### src/rtl/pix_dispatch_pkg.sv
// Shared types and helpers for the pix_dispatch frame dispatcher.
package pix_dispatch_pkg;

    typedef enum logic [1:0] {
        StIdle     = 2'b00,
        StDispatch = 2'b01,
        StDrain    = 2'b10,
        StDone     = 2'b11
    } state_e;

    // Outstanding-pixel counter width: room for up to two pixels in flight per core.
    function automatic int unsigned out_cnt_width(input int unsigned num_cores);
        return $clog2(num_cores * 2 + 1);
    endfunction

endpackage

### src/rtl/rr_arbiter.sv
// Round-robin arbiter: grants the lowest requesting index above the last grant, wrapping.
module rr_arbiter #(
    parameter int unsigned N = 4
) (
    input  logic                 clk,
    input  logic                 rst,
    input  logic [N-1:0]         req,
    input  logic                 advance,
    output logic [N-1:0]         grant,
    output logic [$clog2(N)-1:0] ptr
);
    localparam int unsigned PtrW = $clog2(N);

    logic [PtrW-1:0] sel;
    logic [PtrW-1:0] idx;
    logic            found;

    always_comb begin
        grant = '0;
        sel   = ptr;
        idx   = '0;
        found = 1'b0;
        for (int unsigned i = 1; i <= N; i++) begin
            idx = PtrW'((32'(ptr) + i) % N);
            if (!found && req[idx]) begin
                grant[idx] = 1'b1;
                sel        = idx;
                found      = 1'b1;
            end
        end
    end

    // Pointer parks on the last granted core; reset value makes core 0 the first winner.
    always_ff @(posedge clk or posedge rst) begin
        if (rst) begin
            ptr <= PtrW'(N - 1);
        end else if (advance && found) begin
            ptr <= sel;
        end
    end

endmodule

### src/rtl/pix_dispatch.sv
// Raster-order pixel dispatcher feeding a core array over a round-robin req/grant handshake.
// Optional PIX_DISPATCH_STATS_EN adds a frame_cycles busy-cycle counter output.
module pix_dispatch
    import pix_dispatch_pkg::*;
#(
    parameter int unsigned NUM_X_BITS = 4,
    parameter int unsigned NUM_Y_BITS = 4,
    parameter int unsigned NUM_CORES  = 4
) (
    input  logic                  clk,
    input  logic                  rst,
    input  logic                  start,
    input  logic                  abort,
    input  logic [NUM_X_BITS-1:0] x_max,
    input  logic [NUM_Y_BITS-1:0] y_max,
    input  logic [NUM_CORES-1:0]  core_req,
    input  logic [NUM_CORES-1:0]  core_done,
    output logic                  disp_valid,
    output logic [NUM_CORES-1:0]  disp_grant,
    output logic [NUM_X_BITS-1:0] disp_x,
    output logic [NUM_Y_BITS-1:0] disp_y,
    output logic                  busy,
    output logic                  frame_done
`ifdef PIX_DISPATCH_STATS_EN
    ,
    output logic [31:0]           frame_cycles
`endif
);
    localparam int unsigned CntW  = out_cnt_width(NUM_CORES);
    localparam int unsigned CntW1 = CntW + 1;
    localparam int unsigned PtrW  = $clog2(NUM_CORES);

    state_e                state_q;
    logic [NUM_X_BITS-1:0] x_q;
    logic [NUM_X_BITS-1:0] x_max_q;
    logic [NUM_Y_BITS-1:0] y_q;
    logic [NUM_Y_BITS-1:0] y_max_q;
    logic [CntW-1:0]       out_cnt;
    logic [CntW-1:0]       out_next;
    logic [CntW1-1:0]      done_cnt;
    logic [CntW1-1:0]      cnt_up;
    logic [NUM_CORES-1:0]  last_mask;
    logic [NUM_CORES-1:0]  eligible;
    logic [NUM_CORES-1:0]  arb_grant;
    logic [PtrW-1:0]       arb_ptr;
    logic                  issue;

    // The arbiter pointer names the core granted last cycle, so it doubles as the
    // one-cycle mask that stops a still-held request from being granted twice.
    assign last_mask = disp_valid ? (NUM_CORES'(1) << arb_ptr) : '0;
    assign eligible  = core_req & ~last_mask;
    assign issue     = (state_q == StDispatch) && (|eligible) && !abort;
    assign busy      = (state_q == StDispatch) || (state_q == StDrain);

    rr_arbiter #(
        .N(NUM_CORES)
    ) u_arb (
        .clk    (clk),
        .rst    (rst),
        .req    (eligible),
        .advance(issue),
        .grant  (arb_grant),
        .ptr    (arb_ptr)
    );

    always_comb begin
        done_cnt = '0;
        for (int i = 0; i < NUM_CORES; i++) begin
            done_cnt = done_cnt + CntW1'(core_done[i]);
        end
        cnt_up   = {1'b0, out_cnt} + CntW1'(issue);
        out_next = (cnt_up > done_cnt) ? CntW'(cnt_up - done_cnt) : '0;
    end

    always_ff @(posedge clk or posedge rst) begin
        if (rst) begin
            state_q    <= StIdle;
            x_q        <= '0;
            y_q        <= '0;
            x_max_q    <= '0;
            y_max_q    <= '0;
            out_cnt    <= '0;
            disp_valid <= 1'b0;
            disp_grant <= '0;
            disp_x     <= '0;
            disp_y     <= '0;
            frame_done <= 1'b0;
        end else begin
            disp_valid <= 1'b0;
            disp_grant <= '0;
            frame_done <= 1'b0;
            if (abort) begin
                state_q <= StIdle;
                out_cnt <= '0;
            end else begin
                unique case (state_q)
                    StIdle: begin
                        if (start) begin
                            x_max_q <= x_max;
                            y_max_q <= y_max;
                            x_q     <= '0;
                            y_q     <= '0;
                            out_cnt <= '0;
                            state_q <= StDispatch;
                        end
                    end
                    StDispatch: begin
                        out_cnt <= out_next;
                        if (issue) begin
                            disp_valid <= 1'b1;
                            disp_grant <= arb_grant;
                            disp_x     <= x_q;
                            disp_y     <= y_q;
                            if (x_q == x_max_q) begin
                                x_q <= '0;
                                if (y_q == y_max_q) begin
                                    state_q <= StDrain;
                                end else begin
                                    y_q <= y_q + NUM_Y_BITS'(1);
                                end
                            end else begin
                                x_q <= x_q + NUM_X_BITS'(1);
                            end
                        end
                    end
                    StDrain: begin
                        out_cnt <= out_next;
                        if (out_cnt == '0) begin
                            state_q    <= StDone;
                            frame_done <= 1'b1;
                        end
                    end
                    StDone: begin
                        state_q <= StIdle;
                    end
                    default: state_q <= StIdle;
                endcase
            end
        end
    end

`ifdef PIX_DISPATCH_STATS_EN
    always_ff @(posedge clk or posedge rst) begin
        if (rst) begin
            frame_cycles <= '0;
        end else if (state_q == StIdle && start && !abort) begin
            frame_cycles <= '0;
        end else if (busy) begin
            frame_cycles <= frame_cycles + 32'd1;
        end
    end
`endif

endmodule

### config.mk
export PLATFORM = sky130hd
export DESIGN_NAME = pix_dispatch
export DESIGN_NICKNAME = d
export VERILOG_FILES = /design/src/rtl/pix_dispatch_pkg.sv /design/src/rtl/rr_arbiter.sv /design/src/rtl/pix_dispatch.sv
export SDC_FILE = /design/constraint.sdc
export NUM_CORES = 1
export LEC_CHECK = 0
export CORE_MARGIN = 2
export CORE_UTILIZATION = 34
export CTS_BUF_LIST = sky130_fd_sc_hd__clkbuf_4 sky130_fd_sc_hd__clkbuf_8
export CTS_CLUSTER_SIZE = 40
export DETAILED_ROUTE_END_ITERATION = 8
export GPL_TIMING_DRIVEN = 0
export PLACE_DENSITY = 0.5
export SETUP_SLACK_MARGIN = 0.4
export SLEW_MARGIN = 15
export SYNTH_ARGS = -nofsm -noshare
export SYNTH_HDL_FRONTEND = slang
export SYNTH_SLANG_ARGS = --single-unit
### constraint.sdc
create_clock -name clk -period 6.1 [get_ports clk]
set_input_delay 0.915 -clock clk [delete_from_list [all_inputs] [get_ports clk]]
set_output_delay 0.915 -clock clk [all_outputs]
set_load 0.02 [all_outputs]
==> metrics.md, run 1 <==
| Metric | Value |
|---|---|
| H-tree depth | 2 |
| Cell area after layout | around 0.003 mm2 |
| Clock Power Share | between 10 and 15% |
| Fmax | ~220 MHz |
| Ant diodes | 0 |
| R2R depth | 18 |
| Cell family with most CP delay | compound AO/OA/AOI/OAI gates |
| Root buf cell | clkbuf_8 |
| DR vias/cell | 5.056 |
| Hold endpoint | disp_x[3] |
| Starting Density | a little over a third |
| Worst setup SP type | input pin |
| Net Sw Frac | approximately two fifths |
| EDFF count, synth | 0 |
| Vias in the first global route | roughly 1900 |
| Power per cell area | approximately 400 mW/mm2 |
| Die H | 89.90 um |
| Worst vdd ir | 0.1442 mV |
| Comb pwr share | between 50% and 60% |
| Total gr overflow | 0 |
| Worst-Margin Slew | slightly below 0.8 ns |
| Top FF cell, synth | dfrtp_1 |
| Crit end category | flip-flop |
| PortBufs | 34 |
| Critical path cell sequence | clkdlybuf4s50_1, nor2b_1, or4_4, o21ai_4, buf_6, buf_6, inv_1, ha_1, ha_1, xor2_1, ha_1, a21oi_1, a32oi_1, o211ai_1, o21bai_1, a21o_1 |
| Post-CTS setup buffers | 0 |
| Critical path peak fanout | 10 |
| Hold Startpoint | disp_x[3] |
| Seq pwr share | 32.8% |
| Netlist cell types | 54 |
| WP data required | 6.28 ns |
| Total Routing Usage GR | 14.05% |
| Layout area overhead | 23.09% |
| DR vias | between 1500 and 2000 |
| CTS Sinks | 38 |
| Net load switching power | around 0.52 mW |
| Part of the cycle the worst path needs | 72.93% |
| Cts repair resizes | 0 |
| Largest net degree at the start of global routing | 35 |
| CP peak stage delay | 0.57 ns |
| RR Endpoint | out_cnt[3] |
| GP Congestion | roughly 0.8 |
| Ys async rst share | between 90% and 100% |
| Final HPWL from detailed placement | roughly 4 mm |
| Seq/Total Area, Yosys | about two fifths |
| Tmin final | between 4 and 5 ns |
| # hold bufs at CTS | 0 |
| Status | finished clean |
| Setup TNS | 0 ns |
| Synthesized cell area | roughly 0.0025 mm2 |
| LEAKAGE | 1.334 nW |
| FP Rows | 31 |
| WL/cell | roughly 14 um |
| Internal reg-to-reg setup slack | 1.85 ns |
| Crit Path Class | input pin to flip-flop |
| CP max stage cell | or4_4 |
| Max-slew violation count | 0 |
| Clock buffer count from CTS | 5 |
| Worst-skew pair later-pin latency | between 0.2 and 0.3 ns |
| DRC Markers | 0 |
| Mapped Cells | 233 |
| IO Pins | 35 |
| Register bit count reported by yosys | 38 |
| DRT antenna net count | 0 |
| Initial antenna violation count | 0 |
| Clk pin slew, worst setup/hold paths | approximately 0.080 ns |
| WL final | 5.201 mm |
| Clk_skew | 0.007772 ns |
| Final Hold Viols | 0 |
| First-pass DRT Iterations | 4 |
| Worst EP arrival | roughly 4.6 ns |
| CTS tree | built |
| Syn nets | 275 |
| Setup violations, final | 0 |
| Initial DRC count | 120 |
| Slew headroom | between 40% and 50% |
| Syn Area/Cell | approximately 11 um2 |
| Worst Hold Path Cells | 2 |
| Total of max-cap violations | 0 |
| Buf/Inv on CP | 4 |
| Type of the most critical hold path | flip-flop to flip-flop |
| RSZ-0062 raised after global routing | false |
| Placed cell areas | around 0.0030 mm2 |
| Die Area | 0.008081 mm2 |
| Core ar. | a little over 0.007 mm2 |
| Clk buf depth | 2 |
| FF-to-FF Start | u_arb.ptr[0] |
| Yosys warns | 0 |
| First-pass GRT wire length | slightly above 9 mm |
| Share of layout cells above drive strength 1 | between 10% and 20% |
| Most frequent CP cell | ha_1 |
| P_int | between 0.7 and 0.8 mW |
| Die width | between 80 and 90 um |
| Nets@finish | approximately 320 |
[worst max-delay path by stage]
stage,endpoint,cells past startpoint,startpoint,slack [ns]
6_report,out_cnt[3],16,core_req[1],1.65
5_1_grt,out_cnt[3],16,core_req[0],1.41
4_1_cts,out_cnt[3],16,core_req[0],1.64
2_1_floorplan,out_cnt[3],15,core_req[0],2.20
3_5_place_dp,out_cnt[3],16,core_req[0],1.34
3_3_place_gp,out_cnt[3],16,core_req[0],1.36
[cells in the mapped netlist, types with 3 or more instances]
cell	instances	area [um2]
xnor2_1	4	35.03
nand2b_1	5	31.28
a21oi_1	10	50.05
o31ai_1	3	22.52
o21ai_0	5	25.02
nor3b_1	3	22.52
nand2_1	19	71.32
buf_6	3	33.78
inv_1	13	48.80
a221o_1	4	40.04
nor2_1	9	33.78
nand3b_1	6	45.04
mux2_2	12	135.1
dfrtp_1	36	900.9
ha_1	20	250.2
nand3_1	6	30.03
nor3_1	3	15.01
mux2_1	7	78.83
nor2b_1	7	43.79
mux2i_1	4	40.04
xor2_1	7	61.31
[through the flow]
step           power, mW  worst slack, ns  cells  hold slack (ns)  util (%)
2_1_floorplan     0.8984            2.196    233           0.4693         -
3_3_place_gp       1.093            1.357    366           0.4644     41.21
3_5_place_dp       1.096            1.342    367           0.4700     41.48
4_1_cts            1.287            1.642    375           0.4872     42.80
5_1_grt            1.390            1.408    375           0.5278     42.80
6_report           1.272            1.651    375           0.4777     42.80
[routing by layer]
layer	wire length, um	GRT usage (%)
met5	0	0
met4	66	3.846
met3	185	2.934
met2	2399	22.47
met1	2550	19.42
[state kept, by name (all words and copies together), names as in the netlist]
signal	flops
y_q	4
y_max_q	4
disp_x	4
frame_done	1
x_q	4
state_q	2
out_cnt	4
disp_valid	1
disp_grant	4
u_arb.ptr	2
disp_y	4
x_max_q	4
[layout by cell type (no fill, tap or decap), drive strengths merged, types with 5 or more instances in the layout]
cell type,n
nand3,6
buf,5
nor2,9
mux2,19
xor2,7
o21ai,8
dfrtp,36
nand3b,6
clkbuf,7
a21oi,10
nand2,19
ha,20
clkdlybuf4s50,34
inv,14
nor2b,7
nand2b,5
[power groups by stage]
stage          clock, mW  combinational [mW]  sequential [mW]
6_report           0.184               0.670            0.418
5_1_grt            0.205               0.751            0.434
4_1_cts            0.191               0.675            0.421
3_5_place_dp           0               0.670            0.426
3_3_place_gp           0               0.667            0.425
2_1_floorplan          0               0.467            0.432
[worst reg2reg max path, stage by stage, from the launching register on]
cell      delay [ns]
dfstp_2         0.40
buf_6           0.14
inv_2           0.14
ha_1            0.27
nor2b_1         0.09
or4_4           0.59
o21ai_4         0.25
buf_6           0.19
buf_6           0.15
inv_1           0.05
ha_1            0.19
ha_1            0.20
xor2_1          0.15
ha_1            0.35
a21oi_1         0.21
a32oi_1         0.09
o211ai_1        0.37
o21bai_1        0.13
a21o_1          0.19
[cell type report]
cell class              instances  area [um2]
fillers                       740        4126
multi-input cells             177        1461
flip-flops and latches         38       953.4
repair buffers                 35       360.3
well taps                      99       123.9
clock buffers                   7       90.09
inverters                      14       52.55
plain buffers                   4       41.29
clock inverters                 1       5.005
[kinds of logic (layout without fill, tap and decap cells)]
group           count (synthesis)  count (layout)  share of synthesized area, %
compound gates                 49              49                         15.56
xor+xnor                       11              11                         3.840
fa+ha+maj                      22              22                         11.57
buf+inv                        18              61                         3.741
flops                          38              38                         38.00
mux                            25              25                         11.92
simple gates                   70              70                         15.36
(Power assumes the default switching activity.)
==> run 2, diff against run 1 <==
clock period = 4.7 ns   (was 6.1 ns; I/O delays follow)
==> run 2 against run 1 <==
- power increased by 30%
- count of clock-buffer cells in the layout stayed put
- clock power grew 30%
- highest routed layer unchanged
==> metrics.md, run 2 (synthesized netlist as in run 1, its figures left out) <==
| Metric | Value |
|---|---|
| First-pass GRT wire length | 9.328 mm |
| Root buf cell | clkbuf_8 |
| Final Hold Viols | 0 |
| Largest net degree at the start of global routing | 35 |
| Slew headroom | between 50% and 60% |
| Multi-input logic area | roughly 0.0015 mm2 |
| Starting Density | between 30% and 40% |
| Share of layout cells above drive strength 1 | between 10% and 20% |
| Initial antenna violation count | 0 |
| Total chip power | about 1.7 mW |
| Part of the cycle the worst path needs | about 86% |
| Highest-count cells in the layout ignoring fill and taps | dfrtp_1 (36), clkdlybuf4s50_1 (34), nand2_1 (19) |
| WL/cell | around 14 um |
| Most common cell after layout, fill and taps aside | dfrtp_1 |
| CTS Sinks | 38 |
| Setup TNS | 0 ns |
| RSZ-0062 raised after global routing | false |
| Worst Slack Setup Final | 0.6472 ns |
| Worst-skew pair later-pin latency | 0.29 ns |
| CTS tree | built |
| DRC Markers | 0 |
| First-pass DRT Iterations | 4 |
| DR vias/cell | between 5 and 6 |
| Non-Filler Instances | ~380 |
| Nets@finish | approximately 320 |
| Final HPWL from detailed placement | between 3 and 4 mm |
| FP Rows | 31 |
| Fmax | 246.7 MHz |
| Total gr overflow | 0 |
| WL final | around 5.2 mm |
| Tmin final | about 4 ns |
| Hold Startpoint | disp_x[3] |
| Clock buffer count from CTS | 5 |
| Die width | roughly 90 um |
| LEAKAGE | between 1 and 1.5 nW |
| Worst hold slack | roughly 0.48 ns |
| Clk_skew | between 0.006 and 0.007 ns |
| Total of max-cap violations | 0 |
| Max-slew violation count | 0 |
| DR vias | 1886 |
| Core ar. | between 0.007 and 0.008 mm2 |
| Pre-CTS setup slack | 0.1518 ns |
| Clk pin slew, worst setup/hold paths | 0.07 ns |
| Layout area overhead | 23.74% |
| Crit Path Class | input pin to flip-flop |
| Util after Layout | 43.03% |
| PortBufs | 34 |
| Die Area | ~0.0081 mm2 |
| Type of the most critical hold path | flip-flop to flip-flop |
| Clk buf depth | 2 |
| Setup violations, final | 0 |
| Cell area after layout | between 0.003 and 0.004 mm2 |
| Total Routing Usage GR | roughly 14% |
| Initial DRC count | ~120 |
| Power per cell area | about 530 mW/mm2 |
| H-tree depth | 2 |
| Placed cell areas | roughly 0.003 mm2 |
| Placed cells | 367 |
| Crit end category | flip-flop |
| IO Pins | 35 |
| Ant diodes | 0 |
| DRT antenna net count | 0 |
| Vias in the first global route | between 1500 and 2000 |
| Crit path from | core_req[1] |
| Flip-flop and latch area | ~950 um2 |
| Worst EP arrival | between 4 and 5 ns |
| Critical path peak fanout | 10 |
| WP data required | 4.88 ns |
| Worst setup SP type | input pin |
| Status | finished clean |
| Fill cell count | 735 |
| # hold bufs at CTS | 0 |
| Die H | 89.90 um |
| GP Congestion | approximately 0.8 |
| Worst vdd ir | 0.1872 mV |
| FF-to-FF Start | u_arb.ptr[0] |
| Worst-Margin Slew | roughly 0.74 ns |
[run 2: final cells by class]
cell class | instances | area share [%]
multi-input combinational | 177 | 47.36
clock inverter | 1 | 0.1612
clock buffer | 7 | 2.902
tap | 99 | 3.990
buffer | 4 | 1.330
inverter | 14 | 1.693
sequential | 38 | 30.71
timing repair buffer | 36 | 11.85
[run 2: worst max-delay path, cell delays in order]
cell and delay (ns):
clkdlybuf4s50_1 0.46, nor2b_1 0.17, or4_4 0.56, o21ai_4 0.22, buf_6 0.19, buf_6 0.15, inv_1 0.05, ha_1 0.19
ha_1 0.20, xor2_1 0.15, ha_1 0.36, a21oi_2 0.17, a32oi_1 0.08, o211ai_1 0.26, o21bai_1 0.12, a21o_1 0.18
[run 2: metal layers]
| layer | up-vias | global-route usage, % | wire length, um |
|---|---|---|---|
| met2 | 42 | 22.47 | 2390 |
| met1 | 903 | 19.42 | 2565 |
| met4 | 0 | 3.846 | 66 |
| li1 | 935 | - | - |
| met5 | - | 0 | 0 |
| met3 | 6 | 2.934 | 184 |
[run 2: timing repair]
item | 4_1_cts | 5_1_grt
buffers inserted | 0 | 1
setup endpoints to repair | 0 | 4
gates resized for setup | 0 | 3
[run 2: where the power goes]
group / total, mW / internal (mW) / leakage, nW / switching (mW)
Combinational: 0.875 / 0.413 / 0.787 / 0.462
Sequential: 0.542 / 0.440 / 0.497 / 0.102
Clock: 0.240 / 0.124 / 0.0517 / 0.115
[run 2: worst paths after layout]
check / cells past startpoint / end / slack [ns]
max in group asynchronous: 3 / u_arb.ptr[0] / 3.61
worst min-delay path: 2 / disp_x[3] / 0.48
worst max register to register: 18 / out_cnt[3] / 0.68
worst min register to register: 2 / disp_x[3] / 0.48
min in group asynchronous: 2 / disp_grant[1] / 0.62
worst max-delay path: 16 / out_cnt[3] / 0.65
==> variant, RTL diff (config.mk and constraints of run 2) <==
Set the parameter `NUM_Y_BITS` to 6 (it was 4).
--- a/src/rtl/pix_dispatch.sv
+++ b/src/rtl/pix_dispatch.sv
@@ -4,7 +4,7 @@
     import pix_dispatch_pkg::*;
 #(
     parameter int unsigned NUM_X_BITS = 4,
-    parameter int unsigned NUM_Y_BITS = 4,
+    parameter int unsigned NUM_Y_BITS = 6,
     parameter int unsigned NUM_CORES  = 4
 ) (
     input  logic                  clk,
Ports: changed (resized disp_y and y_max); port bits go from 35 to 39. The function was not compared with the original's and may differ.
==> variant against run 2 <==
  * Setup slack better by 0.19 ns
  * Wire length up 12%
  * Clock skew grew 0.0055 ns
  * Register-to-register slack better by 0.16 ns
  * Power shrank 0.13%
  * Die area rose by 8.5%
  * Cell area increased by 8.2%
  * Sequential power is 6.3% higher
  * Synthesized area increased by 8.9%
  * Non-clock buffer count grew 6
  * Sequential cell count up 6
  * Critical endpoint unchanged
  * Largest cell class unchanged
==> variant: results (changes against run 2) <==
status - complete, no violations (unchanged)
Setup crit start - u_arb.ptr[0]$_DFFE_PP1P_ (was core_req[1])
HP Start - disp_x[1]$_DFFE_PP0P_ (was disp_x[3]$_DFFE_PP0P_)
count of multi-input gates - 209 (was 177)
Synth Area in Compound Gates - 13.9% (was 15.6%)
Leak - 1.53 nW (was 1.34 nW)
CTS Sinks - 44 (was 38)
gpl congestion - 0.758 (was 0.802)
Overall Global Routing Usage - 14.8% (was 14.0%)
comb pwr - 0.000830 W (was 0.000875 W)
Seq/Total Area, Yosys - 40.4% (was 38.0%)
# fillers - 787 (was 735)
DRT Wirelength - 5850 um (was 5210 um)
hpwl dp - 4390 um (was 3950 um)
CP arrival - 4.05 ns (was 4.23 ns)
multi-input combinational cell area - 1540 um^2 (was 1470 um^2)
vias in the first global route - 2078 (was 1884)
First DRT Iteration DRCs - 58 (was 123)
ranking of synthesized cells by area - dfrtp_1 38%, ha_1 9.2%, nand2_1 6.5% (was dfrtp_1 36%, ha_1 10%, mux2_2 5.4%)
clk slew on worst S/H paths - 0.09 ns (was 0.07 ns)
Adder-Cell Fraction of Synth Area - 10.6% (was 11.6%)
clock-cell share of area - 2.64% (was 3.06%)
Seq/total area - 32.8% (was 30.7%)
synth unique cells - 53 (was 54)
sequential logic power - 0.000576 W (was 0.000542 W)
vias per std cell - 4.86 (was 5.02)
switching power - 0.000674 W (was 0.000679 W)
IR drop worst, VDD - 0.150 mV (was 0.187 mV)
share of layout cells above drive strength 1 - 13.0% (was 15.5%)
Slowest cell on crit path - dfstp_2 (was or4_4)
xor/xnor share of the synthesized area - 4.49% (was 3.84%)
list of most frequent post-synthesis cells - 47 x nand2_1, 42 x dfrtp_1, 20 x ha_1, 16 x inv_1, 14 x mux2_2 (was 36 x dfrtp_1, 20 x ha_1, 19 x nand2_1, 13 x inv_1, 12 x mux2_2)
clock skew - 0.0125 ns (was 0.00696 ns)
proportion of synthesized area in mux cells - 9.85% (was 11.9%)
largest net degree at the start of global routing - 28 (was 35)
largest stage delay on the critical path - 0.59 ns (was 0.56 ns)
final net count - 366 (was 318)
Port-buffer cells - 38 (was 34)
Inverters, non-clock - 16 (was 14)
Signal buffers - 46 (was 40)
Mapped Nets - 319 (was 275)
[variant: worst paths after layout]
path,end,slack [ns],cells after the start
min in group asynchronous,disp_grant[2]$_DFF_PP0_,0.70,2
hold / removal,disp_x[1]$_DFFE_PP0P_,0.48,2
setup reg to reg,out_cnt[3]$_DFFE_PP0P_,0.84,17
max in group asynchronous,u_arb.ptr[1]$_DFFE_PP1P_,3.43,3
hold reg to reg,disp_x[1]$_DFFE_PP0P_,0.48,2
setup / recovery,out_cnt[3]$_DFFE_PP0P_,0.84,17
[variant: per-layer routing]
metal	global-route usage, %	up-vias	part of all wire, %
met5	0	-	0
met4	3.99	0	1.2
met1	20.2	969	49
li1	-	1052	-
met2	23.9	37	46
met3	3.06	6	4.0
[variant: metrics by stage]
step | power [W] | cells | setup slack [ns] | hold slack [ns] | instance area (um^2)
after global routing | 0.00180 | 425 | 0.402 | 0.528 | 3360
after global placement | 0.00141 | 415 | 0.370 | 0.466 | 3240
after detailed placement | 0.00142 | 416 | 0.342 | 0.462 | 3260
after CTS | 0.00168 | 424 | 0.608 | 0.484 | 3350
final | 0.00165 | 425 | 0.837 | 0.478 | 3360
after floorplan | 0.00119 | 275 | 1.20 | 0.470 | 2730
[variant: timing repair]
action,4_1_cts,5_1_grt
endpoints found under the setup margin,1,2
gates resized for setup,1,2
hold buffers,0,0
setup buffers,0,1
pin swaps,0,1
[variant: worst max-delay path, delay by kind of cell, from the launching register on]
family	cells	cell delay [ns]
AO/OA/AOI/OAI	7	1.21
XOR/XNOR	1	0.18
adder cells (fa/ha/maj)	4	1.00
buffers and inverters	4	0.70
flip-flops	1	0.59
AND/OR/NAND/NOR	1	0.08
